[config.mk]
export PLATFORM = sky130hd
export DESIGN_NAME = gps_frame_scheduler
export DESIGN_NICKNAME = d
export VERILOG_FILES = /design/src/rtl/gps_frame_scheduler.sv
export SDC_FILE = /design/constraint.sdc
export NUM_CORES = 1
export LEC_CHECK = 0
export ABC_AREA = 1
export CORE_ASPECT_RATIO = 1.75
export CORE_MARGIN = 2
export CORE_UTILIZATION = 60
export CTS_BUF_LIST = sky130_fd_sc_hd__clkbuf_4
export DETAILED_ROUTE_END_ITERATION = 6
export MAX_ROUTING_LAYER = met4
export PLACE_DENSITY = 0.84
export SLEW_MARGIN = 30
export SYNTH_ARGS = -nofsm -noshare
export SYNTH_HDL_FRONTEND = slang
export SYNTH_SLANG_ARGS = --single-unit
[constraint.sdc]
create_clock -name clock -period 3 [get_ports clock]
set_input_delay 0.3 -clock clock [delete_from_list [all_inputs] [get_ports clock]]
set_output_delay 0.3 -clock clock [all_outputs]
set_load 0.02 [all_outputs]
[src/rtl/gps_frame_scheduler.sv]
// Snapshots each new parsed GPS fix and streams it as a 31-byte framed, checksummed packet
// over a valid/ready byte interface, with a loss-of-fix watchdog that forces heartbeat frames.
module gps_frame_scheduler #(
    parameter int unsigned DATA_W         = 224,
    parameter int unsigned TIMEOUT_CYCLES = 1500000,
    parameter logic [7:0]  SYNC_BYTE      = 8'hA5
) (
    input  logic              clock,
    input  logic              reset,
    input  logic [DATA_W-1:0] gps_data,
    input  logic              gps_error,
    input  logic              enable,
    output logic [7:0]        out_data,
    output logic              out_valid,
    input  logic              out_ready,
    output logic              frame_busy,
    output logic              gps_lost,
    output logic [7:0]        overrun_count
);

    localparam int unsigned NUM_BYTES = DATA_W / 8;
    localparam int unsigned IDX_W     = (NUM_BYTES > 1) ? $clog2(NUM_BYTES) : 1;
    localparam int unsigned WD_W      = (TIMEOUT_CYCLES > 2) ? $clog2(TIMEOUT_CYCLES) : 1;

    typedef enum logic [2:0] {
        IDLE,
        SYNC,
        FLAGS,
        DATA,
        CSUM
    } state_t;

    state_t            state, state_n;
    logic [DATA_W-1:0] shadow, shadow_n;
    logic [DATA_W-1:0] tx_buf, tx_buf_n;
    logic [DATA_W-1:0] tx_shift;
    logic [7:0]        flags, flags_n;
    logic [7:0]        csum, csum_n;
    logic [IDX_W-1:0]  byte_idx, byte_idx_n;
    logic [WD_W-1:0]   watchdog, watchdog_n;
    logic              pending, pending_n;
    logic [7:0]        out_data_n;
    logic              out_valid_n;
    logic              frame_busy_n;
    logic              gps_lost_n;
    logic [7:0]        overrun_n;

    logic changed;
    logic timeout;
    logic xfer;
    logic consume;

    // Change detect, watchdog, frame sequencing; all outputs come from next-state values.
    always_comb begin
        state_n      = state;
        shadow_n     = shadow;
        tx_buf_n     = tx_buf;
        flags_n      = flags;
        csum_n       = csum;
        byte_idx_n   = byte_idx;
        watchdog_n   = watchdog;
        pending_n    = pending;
        out_data_n   = out_data;
        gps_lost_n   = gps_lost;
        overrun_n    = overrun_count;

        changed  = (gps_data != shadow);
        timeout  = !changed && (watchdog == WD_W'(TIMEOUT_CYCLES - 1));
        xfer     = out_valid && out_ready;
        consume  = (state == IDLE) && pending && enable;
        tx_shift = tx_buf << 8;

        // A snapshot taken this cycle uses the old shadow, so a simultaneous set is not a drop.
        if (consume) begin
            pending_n = 1'b0;
        end
        if (changed || timeout) begin
            if (pending && !consume && (overrun_count != 8'hFF)) begin
                overrun_n = overrun_count + 8'd1;
            end
            pending_n  = 1'b1;
            watchdog_n = '0;
            gps_lost_n = timeout;
        end else begin
            watchdog_n = watchdog + WD_W'(1);
        end
        if (changed) begin
            shadow_n = gps_data;
        end

        case (state)
            IDLE: begin
                if (consume) begin
                    state_n    = SYNC;
                    tx_buf_n   = shadow;
                    flags_n    = {6'b0, gps_lost, gps_error};
                    csum_n     = flags_n;
                    out_data_n = SYNC_BYTE;
                end
            end
            SYNC: begin
                if (xfer) begin
                    state_n    = FLAGS;
                    out_data_n = flags;
                end
            end
            FLAGS: begin
                if (xfer) begin
                    state_n    = DATA;
                    byte_idx_n = '0;
                    out_data_n = tx_buf[DATA_W-1 -: 8];
                end
            end
            DATA: begin
                if (xfer) begin
                    csum_n   = csum ^ out_data;
                    tx_buf_n = tx_shift;
                    if (byte_idx == IDX_W'(NUM_BYTES - 1)) begin
                        state_n    = CSUM;
                        out_data_n = csum_n;
                    end else begin
                        byte_idx_n = byte_idx + IDX_W'(1);
                        out_data_n = tx_shift[DATA_W-1 -: 8];
                    end
                end
            end
            CSUM: begin
                if (xfer) begin
                    state_n    = IDLE;
                    out_data_n = 8'h00;
                end
            end
            default: begin
                state_n    = IDLE;
                out_data_n = 8'h00;
            end
        endcase

        out_valid_n  = (state_n != IDLE);
        frame_busy_n = (state_n != IDLE);
    end

    // State and datapath registers; reset aborts any frame in flight.
    always_ff @(posedge clock) begin
        if (reset) begin
            state         <= IDLE;
            shadow        <= '0;
            tx_buf        <= '0;
            flags         <= '0;
            csum          <= '0;
            byte_idx      <= '0;
            watchdog      <= '0;
            pending       <= 1'b0;
            out_data      <= '0;
            out_valid     <= 1'b0;
            frame_busy    <= 1'b0;
            gps_lost      <= 1'b0;
            overrun_count <= '0;
        end else begin
            state         <= state_n;
            shadow        <= shadow_n;
            tx_buf        <= tx_buf_n;
            flags         <= flags_n;
            csum          <= csum_n;
            byte_idx      <= byte_idx_n;
            watchdog      <= watchdog_n;
            pending       <= pending_n;
            out_data      <= out_data_n;
            out_valid     <= out_valid_n;
            frame_busy    <= frame_busy_n;
            gps_lost      <= gps_lost_n;
            overrun_count <= overrun_n;
        end
    end

endmodule

==> results.txt, run 1 <==
CP startpoint kind - flop
Clock Sinks - 506
Initial Util - 60.79%
Clock power frac - 36.4%
CTS resizes - 0
Core area - 36030 um2
P_leak - 11.67 nW
Layout Area Growth over Synthesis - 19.18%
Most frequently used flop master after synthesis - dfxtp_1
Post-DP HPWL - 41.70 mm
Placer congestion estimate - 0.9018
DRT Pass-1 Iters - 5
Pwr dens - 544.0 nW/um2
Worst Path Required - 3.67 ns
Vias - 20825
Final Hold Fails - 0
Post-synthesis adder-cell area fraction - 0.1714%
Worst vdd ir - 408.9 uV
Synthesized flop and latch total - 506
First-pass GRT wire length - 95.25 mm
NetSw - 3.814 mW
Drt drc - 0
Slack of the worst reg-to-reg path - 0.24 ns
Compound-Gate Fraction of Synth Area - 13.09%
Routed vias/inst - 5.292
Nets - 3608
Tcrit/Tclk final - 92.05%
Number of global-route vias before repair - 20662
CP arrival - 3.44 ns
Reg clk slew, reported paths - 0.08 ns
Mapped cell area - 21900 um2
Root Driver - clkbuf_4
HP Class - input port to flop
Power Internal - 10.39 mW
Share of cells above drive strength 1 - 6.645%
Total gr overflow - 0
Peak Freq - 0.3621 GHz
Rel. slew slack - 37.08%
EDFF count, synth - 0
GR Util met1 - 30.79%
Run status - finished, final reports clean
Sequential share of power - 52.2%
Synth Area in XOR/XNOR - 4.679%
FFs w/ async S/R, synth - 0%
Max-Cap Viols - 0
Mapped Cells - 3132
GR Util met2 - 58.04%
1st-iter DRT viols - 1161
CTS Buf Count - 110
Sw Ratio - 26.86%
Port-buffer cells - 247
# H-tree levels - 3
Finished Cell Area - 26100 um2
Tightest Pin Transition - 0.9438 ns
Combinational share of power - 11.4%
Main combinational cell family by area after synthesis - simple AND/OR/NAND/NOR gates
RSZ-0062 raised after global routing - no
Sum Neg Setup Slack - 0 ns
Clock Latency Late Sink - 0.85 ns
Die height - 256.7 um
Critical Path Fanout Max - 90
Met3 Track Usage GR - 4.395%
CP Capture Type - flop
Setup violators final - 0
Mux contribution to synthesized area - 0%
Initial antenna violation count - 3
Row count - 92
Yosys warning count - 0
Global Route Usage Sum - 31.57%
Drt total wl - 59.42 mm
Netlist cell types - 41
Clk buf depth - 3
Die area - 38110 um2
Drt wl/cell - 15.10 um
Most crowded layer after global routing - met2
Simple-gate share of the synthesized area - 25.78%
Clk_skew - 0.05537 ns
Die Width - 148.4 um
Final Max Tran Viols - 0
Largest net degree at the start of global routing - 219
Syn nets - 3364
I/O pin cnt - 248
Syn avg cell area - 6.993 um2
Layout fillers - 2901
Sequential area share after synthesis - 46.25%
Minimum clock period - 2.761 ns
CTS tree - done
CP Class - flop to flop
Placed inst area - 24590 um2
ANT nets after route - 0
==> timing repair <==
action	4_1_cts	5_1_grt
endpoints found under the hold margin	49	0
setup buffers	0	0
hold buffers	14	0
endpoints found under the setup margin	0	0
==> metrics by stage <==
step / setup WS, ns / hold WS [ns] / total power [mW] / instances / utilization [%]
after floorplan: 1.240 / 0.4070 / 8.441 / 3132 / -
after global placement: 0.3361 / 0.4511 / 9.061 / 3720 / 68.25
after detailed placement: 0.2626 / 0.4604 / 9.141 / 3720 / 68.25
after CTS: 0.3068 / 0.0002082 / 14.27 / 3931 / 72.42
after global routing: 0.08721 / 0.003979 / 14.85 / 3935 / 72.45
final: 0.2385 / 0.04082 / 14.20 / 3935 / 72.45
==> flip-flops by register name, summed over array words and instances (netlist names), 3 cells and up <==
signal / cells
byte_idx: 5
csum: 8
out_data: 8
overrun_count: 8
shadow: 224
state: 3
tx_buf: 224
watchdog: 21
==> critical path: stages (launching register included) <==
cell      delay, ns
dfxtp_1        0.43
nor2_1         0.09
inv_2          0.13
nor2_4         0.07
inv_6          0.13
nor2_1         0.10
nor2_2         0.51
clkinv_8       0.46
buf_12         0.34
o21ai_0        0.21
a31oi_1        0.06
==> synth_stat cells (2+ instances only) <==
master,count,share of area [%]
nor4_1,3,0.086
nand3_2,3,0.14
inv_2,4,0.069
buf_2,37,0.85
nor3_4,2,0.15
nor2_2,3,0.086
a31oi_1,221,6.3
nand4_1,7,0.20
ha_1,3,0.17
nand4_2,2,0.11
nor2_4,3,0.15
nor3_1,8,0.18
inv_1,393,6.7
or2_2,4,0.11
nor3_2,3,0.14
clkbuf_1,100,1.7
a22oi_1,8,0.27
nor2_1,419,7.2
xor2_1,79,3.2
a21oi_1,37,0.85
o21ai_0,182,4.2
nand2_1,962,16
nand2_2,2,0.057
buf_6,3,0.15
buf_1,3,0.051
o21ai_1,51,1.2
buf_4,12,0.41
nand3_1,20,0.46
dfxtp_1,506,46
o211a_1,4,0.18
xnor2_1,38,1.5
==> power groups by stage <==
| stage | Clock, mW | Combinational (mW) | Sequential (mW) |
|---|---|---|---|
| after floorplan | 0 | 0.966 | 7.47 |
| after detailed placement | 0 | 1.59 | 7.55 |
| after CTS | 5.25 | 1.62 | 7.40 |
| after global routing | 5.60 | 1.81 | 7.45 |
| after global placement | 0 | 1.52 | 7.54 |
| final | 5.17 | 1.62 | 7.41 |
==> final timing paths <==
| path | from | to | cells after the start |
|---|---|---|---|
| worst max-delay path | state[2] | tx_buf[165] | 10 |
| worst min-delay path | gps_data[93] | shadow[93] | 3 |
| worst max register to register | state[2] | tx_buf[165] | 10 |
| worst min register to register | tx_buf[126] | tx_buf[134] | 2 |
==> cell type report <==
type / count / area (um2) / area share, %
clock inverter: 32 / 125.1 / 0.4793
clock buffer: 165 / 1239 / 4.745
multi-input combinational: 2072 / 9582 / 36.71
timing repair buffer: 287 / 2909 / 11.14
inverter: 399 / 1520 / 5.824
tap: 470 / 588.1 / 2.253
sequential: 506 / 10130 / 38.81
antenna: 4 / 10.01 / 0.03835
==> cell usage in the layout (no fill, tap or decap), types with 7 or more instances in the layout <==
cell,count
nand3_1,20
nand4_1,7
xor2_1,79
dlygate4sd3_1,14
a21oi_1,37
dfxtp_1,506
inv_2,7
clkdlybuf4s50_1,246
a22oi_1,8
nor3_1,8
clkbuf_4,165
xnor2_1,38
buf_4,18
o21ai_1,51
nor2_1,419
clkinv_1,24
a31oi_1,221
buf_12,8
inv_1,393
nand2_1,962
o21ai_0,182
==> cells by family (layout without fill, tap and decap cells) <==
logic type / after synthesis / count (layout)
and+or+nand+nor: 1445 / 1445
buffers and inverters: 554 / 883
AOI/OAI and AO/OA: 507 / 507
DFF: 506 / 506
xor gates and xnor gates: 117 / 117
adders and majority gates: 3 / 3
other: 0 / 4
==> metal layers <==
layer	up-vias	wire, um
li1	10335	-
met1	9626	21490
met2	657	31630
met3	207	2753
met4	0	3553
met5	-	0
Note: power is estimated with default switching activity, not from simulation.
==> run 2: changes to the inputs <==
- CORE_UTILIZATION: 60 -> 58
- PLACE_DENSITY: 0.84 -> 0.82
- clock period: 3 -> 2.9 ns (I/O delays scaled with it)
==> run 2 against run 1 <==
  * Cell area grew 0.83%
  * Largest cell class unchanged
  * Sequential share of layout area shrank 0.32 points
  * Core utilization shrank 2.1 points
  * Count of clock-buffer cells in the layout is the same
  * Non-clock buffer count grew 21
  * Worst setup slack gained 0.073 ns
  * Routed wire length grew 0.86%
  * Worst hold slack lost 0.0013 ns
==> results.txt, run 2 (synthesis gave the netlist of run 1 again) <==
Combinational share of power - 11.6%
CTS tree - done
Initial antenna violation count - 6
PnR Total Power - 14.68 mW
I/O pin cnt - 248
Finished Cell Area - 26320 um2
Tcrit/Tclk final - 89.26%
Placer congestion estimate - 0.8994
Tightest Pin Transition - 1.203 ns
Peak Freq - 0.3863 GHz
CP startpoint kind - input port
CP Class - input port to flop
Postcts setup bufs - 0
Initial Util - 58.56%
# H-tree levels - 3
Die height - 261.1 um
CP arrival - 3.31 ns
CP max stage cell - dlygate4sd3_1
RSZ-0062 raised after global routing - no
Clk buf depth - 3
Core Util, Final - 70.37%
Drt total wl - 59.93 mm
P_leak - 11.74 nW
Share of cells above drive strength 1 - 6.471%
CP most frequent cell - nand2_1
CP top delay family - simple AND/OR/NAND/NOR gates
Post-DP HPWL - 40.80 mm
Core area - 37400 um2
Worst vdd ir - 426.1 uV
Sw Ratio - 26.75%
Vias - 20857
Placed inst area - 24600 um2
Max incr delay on CP - 0.53 ns
CP Capture Type - flop
Drt wl/cell - 15.12 um
Reg clk slew, reported paths - 0.07 ns
Layout Area Growth over Synthesis - 20.17%
Total gr overflow - 0
Pwr dens - 557.7 nW/um2
Clock power frac - 36.1%
CTS Buf Count - 114
Run status - finished, final reports clean
Clock Latency Late Sink - 0.84 ns
Root Driver - clkbuf_4
HP Class - input port to flop
ANT nets after route - 0
Rel. slew slack - 19.80%
Commonest non-fill, non-tap cell in the layout - nand2_1
Final Max Tran Viols - 0
Routed vias/inst - 5.260
Largest net degree at the start of global routing - 219
Critical path cell sequence - dlygate4sd3_1 > clkdlybuf4s50_1 > inv_1 > nand2_1 > nand2_1 > nor2_1 > nand2_1 > nor2_1 > nand2_1 > nor2_1 > nand2_1 > nor2_4 > nand4_4 > nor3_1
Layout fillers - 3076
Clk_skew - 0.05091 ns
Setup violators final - 0
Port-buffer cells - 247
Number of global-route vias before repair - 20400
Die area - 39390 um2
Minimum clock period - 2.589 ns
1st-iter DRT viols - 1318
First-pass GRT wire length - 95.35 mm
DRT Pass-1 Iters - 7
Most frequent cells in the layout - nand2_1 (962), dfxtp_1 (506), nor2_1 (419), inv_1 (393), clkdlybuf4s50_1 (246)
Global Route Usage Sum - 30.92%
Max-Cap Viols - 0
Power Internal - 10.75 mW
Drt drc - 0
NetSw - 3.926 mW
Sequential share of power - 52.3%
Worst hold slack - 0.03954 ns
Row count - 94
Fin cells - 3965
Clock Sinks - 506
Die Width - 150.9 um
Sum Neg Setup Slack - 0 ns
Placed insts - 3730
Largest registers - shadow: 224 flops, tx_buf: 224 flops, watchdog: 21 flops
Final setup margin - 0.3115 ns
Final Hold Fails - 0
Worst path bufs/invs - 3
Setup WS pre-CTS - 0.05254 ns
Critical Path Fanout Max - 19
Worst Path Required - 3.63 ns
Nets - 3633
[run 2: cell types whose count changed in the layout (fill, tap and decap cells not counted)]
| cell | before | now |
|---|---|---|
| nor2_4 | 4 | 5 |
| clkinv_2 | 4 | 0 |
| buf_6 | 1 | 0 |
| diode_2 | 4 | 8 |
| clkbuf_8 | 0 | 1 |
| nor2_2 | 2 | 1 |
| dlygate4sd3_1 | 14 | 35 |
| inv_2 | 7 | 6 |
[run 2: area by class of cell]
| cell class | instances | area [um2] | share of cell area (%) |
|---|---|---|---|
| multi-input cells | 2072 | 9587 | 36.42 |
| diodes | 8 | 20.02 | 0.07606 |
| flip-flops and latches | 506 | 10130 | 38.49 |
| clock buffers | 165 | 1239 | 4.706 |
| well taps | 480 | 600.6 | 2.282 |
| repair buffers | 308 | 3122 | 11.86 |
| inverters | 399 | 1520 | 5.776 |
| clock inverters | 27 | 101.3 | 0.3851 |
[run 2: tightest hold or removal path: cells and delay by family]
kind | cells | cell delay, ns
and+or+nand+nor | 1 | 0.04
buffers and inverters | 2 | 0.49
[run 2: power groups by stage]
stage | combinational [mW] | sequential [mW] | clock [mW]
after floorplan | 1.00 | 7.73 | 0
after global placement | 1.58 | 7.81 | 0
after detailed placement | 1.64 | 7.82 | 0
after CTS | 1.69 | 7.67 | 5.40
after global routing | 1.91 | 7.71 | 5.75
final | 1.70 | 7.68 | 5.30
[run 2: repair_timing]
action | CTS | global route
gates resized for setup | 0 | 1
hold buffers | 35 | 0
endpoints found under the setup margin | 0 | 70
endpoints found under the hold margin | 68 | 0
[run 2: path summary, 6_finish.rpt]
check           startpoint      endpoint  slack (ns)  depth (start not counted)
min          gps_data[192]   shadow[192]        0.04                          3
max reg2reg       state[2]   tx_buf[169]        0.41                         10
max           gps_data[91]  watchdog[11]        0.31                         14
min reg2reg     tx_buf[89]    tx_buf[97]        0.47                          2
[run 2: metal layers]
| metal | global-route usage, % | vias up | routed length [um] |
|---|---|---|---|
| met4 | 20.59 | 0 | 3952 |
| met5 | - | - | 0 |
| li1 | - | 10383 | - |
| met1 | 30.83 | 9573 | 21860 |
| met2 | 54.49 | 692 | 30830 |
| met3 | 5.488 | 209 | 3286 |
==> run 3: changes to the inputs <==
- RECOVER_POWER: not set -> 50
==> run 3 against run 2 <==
  * Sequential cell count unchanged
  * Largest power group unchanged
  * The run now ends with max-capacitance violations, max-slew violations left
  * Highest routed layer unchanged
  * Non-clock buffer count unchanged
  * Count of clock-buffer cells in the layout stayed put
  * Clock skew is essentially flat
  * Final cell count unchanged
==> results.txt, run 3 (synthesis gave the netlist of run 1 again) <==
Run status - finished with violations
Failing checks - max-capacitance violations, max-slew violations
P_leak - 11.78 nW
Vias - 20845
Placer congestion estimate - 0.8994
Largest registers - shadow: 224 flops, tx_buf: 224 flops, watchdog: 21 flops
Minimum clock period - 2.678 ns
Core Util, Final - 70.34%
Fin cells - 3965
Final Max Tran Viols - 178
Global Route Usage Sum - 30.92%
Nets - 3633
Commonest non-fill, non-tap cell in the layout - nand2_1
Clk buf depth - 3
Clock Sinks - 506
Setup WS pre-CTS - 0.05254 ns
I/O pin cnt - 248
1st-iter DRT viols - 1308
CP arrival - 3.28 ns
Drt wl/cell - 15.14 um
Share of cells above drive strength 1 - 6.442%
Most frequent cells in the layout - nand2_1 (962), dfxtp_1 (506), nor2_1 (419), inv_1 (394), clkdlybuf4s50_1 (232)
Tightest Pin Transition - 2.150 ns
Row count - 94
Port-buffer cells - 247
Clk_skew - 0.05055 ns
Number of global-route vias before repair - 20400
Placed inst area - 24600 um2
Worst r2r path cells - 10
Worst Path Required - 3.50 ns
Tcrit/Tclk final - 92.33%
Finished Cell Area - 26310 um2
Crit path from - reset
Drt total wl - 60.01 mm
ANT nets after route - 0
Rel. slew slack - -43.32%
Pwr dens - 558.1 nW/um2
CP Capture Type - flop
Root Driver - clkbuf_4
Worst vdd ir - 426.1 uV
Final setup margin - 0.2224 ns
Worst hold start - gps_data[192]
Die area - 39390 um2
Die Width - 150.9 um
Clock Latency Late Sink - 0.84 ns
Placed insts - 3730
Largest net degree at the start of global routing - 219
Critical Path Fanout Max - 177
CP Class - input port to flop
First-pass GRT wire length - 95.35 mm
Layout Area Growth over Synthesis - 20.11%
Initial antenna violation count - 6
Initial Util - 58.56%
Reg clk slew, reported paths - 0.07 ns
Core area - 37400 um2
HP Class - input port to flop
Slack of the worst reg-to-reg path - 0.34 ns
Die height - 261.1 um
Total gr overflow - 0
Routed vias/inst - 5.257
CTS Buf Count - 114
Drt drc - 0
# H-tree levels - 3
Peak Freq - 0.3735 GHz
Reg-to-reg critical path endpoint - tx_buf[169]
CP Capture Point - shadow[49]
CTS tree - done
Sum Neg Setup Slack - 0 ns
Post-DP HPWL - 40.80 mm
RSZ-0062 raised after global routing - no
DRT Pass-1 Iters - 5
CP startpoint kind - input port
Setup violators final - 0
Reg2Reg Launch Point - state[2]
Max-Cap Viols - 1
Final Hold Fails - 0
run 3: changes by cell type in the layout (fill, tap and decap cells not counted):
cell	delta
clkdlybuf4s50_1	-14
o21ai_0	+1
dlygate4sd3_1	+14
clkbuf_4	+1
inv_1	+1
inv_2	-1
o21ai_1	-1
buf_12	-1
run 3: through the flow:
step | hold slack, ns | total power, mW
finish | 0.03821 | 14.68
global route | 0.002441 | 15.37
CTS | 0.00003225 | 14.76
detailed placement | 0.4580 | 9.459
global placement | 0.4555 | 9.384
floorplan | 0.3970 | 8.732
run 3: where the power goes:
group / switching [mW] / internal, mW / leakage (nW)
combinational: 0.909 / 0.792 / 6.80
clock: 2.72 / 2.58 / 0.810
sequential: 0.298 / 7.38 / 4.18
total: 3.93 / 10.8 / 11.8
run 3: worst max-delay path: stages:
cell and delay (ns):
dlygate4sd3_1 0.54, clkbuf_8 0.43, clkbuf_4 1.54, nor2_1 0.15
run 3: layer usage:
layer | vias up | share of wire [%] | track usage [%]
li1 | 10381 | - | -
met1 | 9559 | 36 | 30.83
met2 | 694 | 51 | 54.49
met3 | 211 | 5.7 | 5.488
met4 | 0 | 6.6 | 20.59
met5 | - | 0 | -
run 3: worst min-delay path by stage:
stage                   to  slack, ns  depth (start not counted)
2_1_floorplan  shadow[108]       0.40                          2
3_3_place_gp      flags[0]       0.46                          2
3_5_place_dp     tx_buf[2]       0.46                          2
4_1_cts         shadow[15]    0.00003                          3
5_1_grt        shadow[191]      0.002                          3
6_report       shadow[192]       0.04                          3
run 3: cell type report:
cell class | instances | area, um2
Fill cell | 3078 | 11090
Sequential cell | 506 | 10130
Multi-Input combinational cell | 2072 | 9587
Timing Repair Buffer | 308 | 3109
Inverter | 399 | 1520
Clock buffer | 165 | 1239
Tap cell | 480 | 600.6
Clock inverter | 27 | 101.3
Antenna cell | 8 | 20.02
run 3: what timing repair did:
action,in CTS,in global routing
endpoints found under the hold margin,68,0
gates resized for setup,0,1
endpoints found under the setup margin,0,70
buffers inserted,0,0
hold buffers,35,0
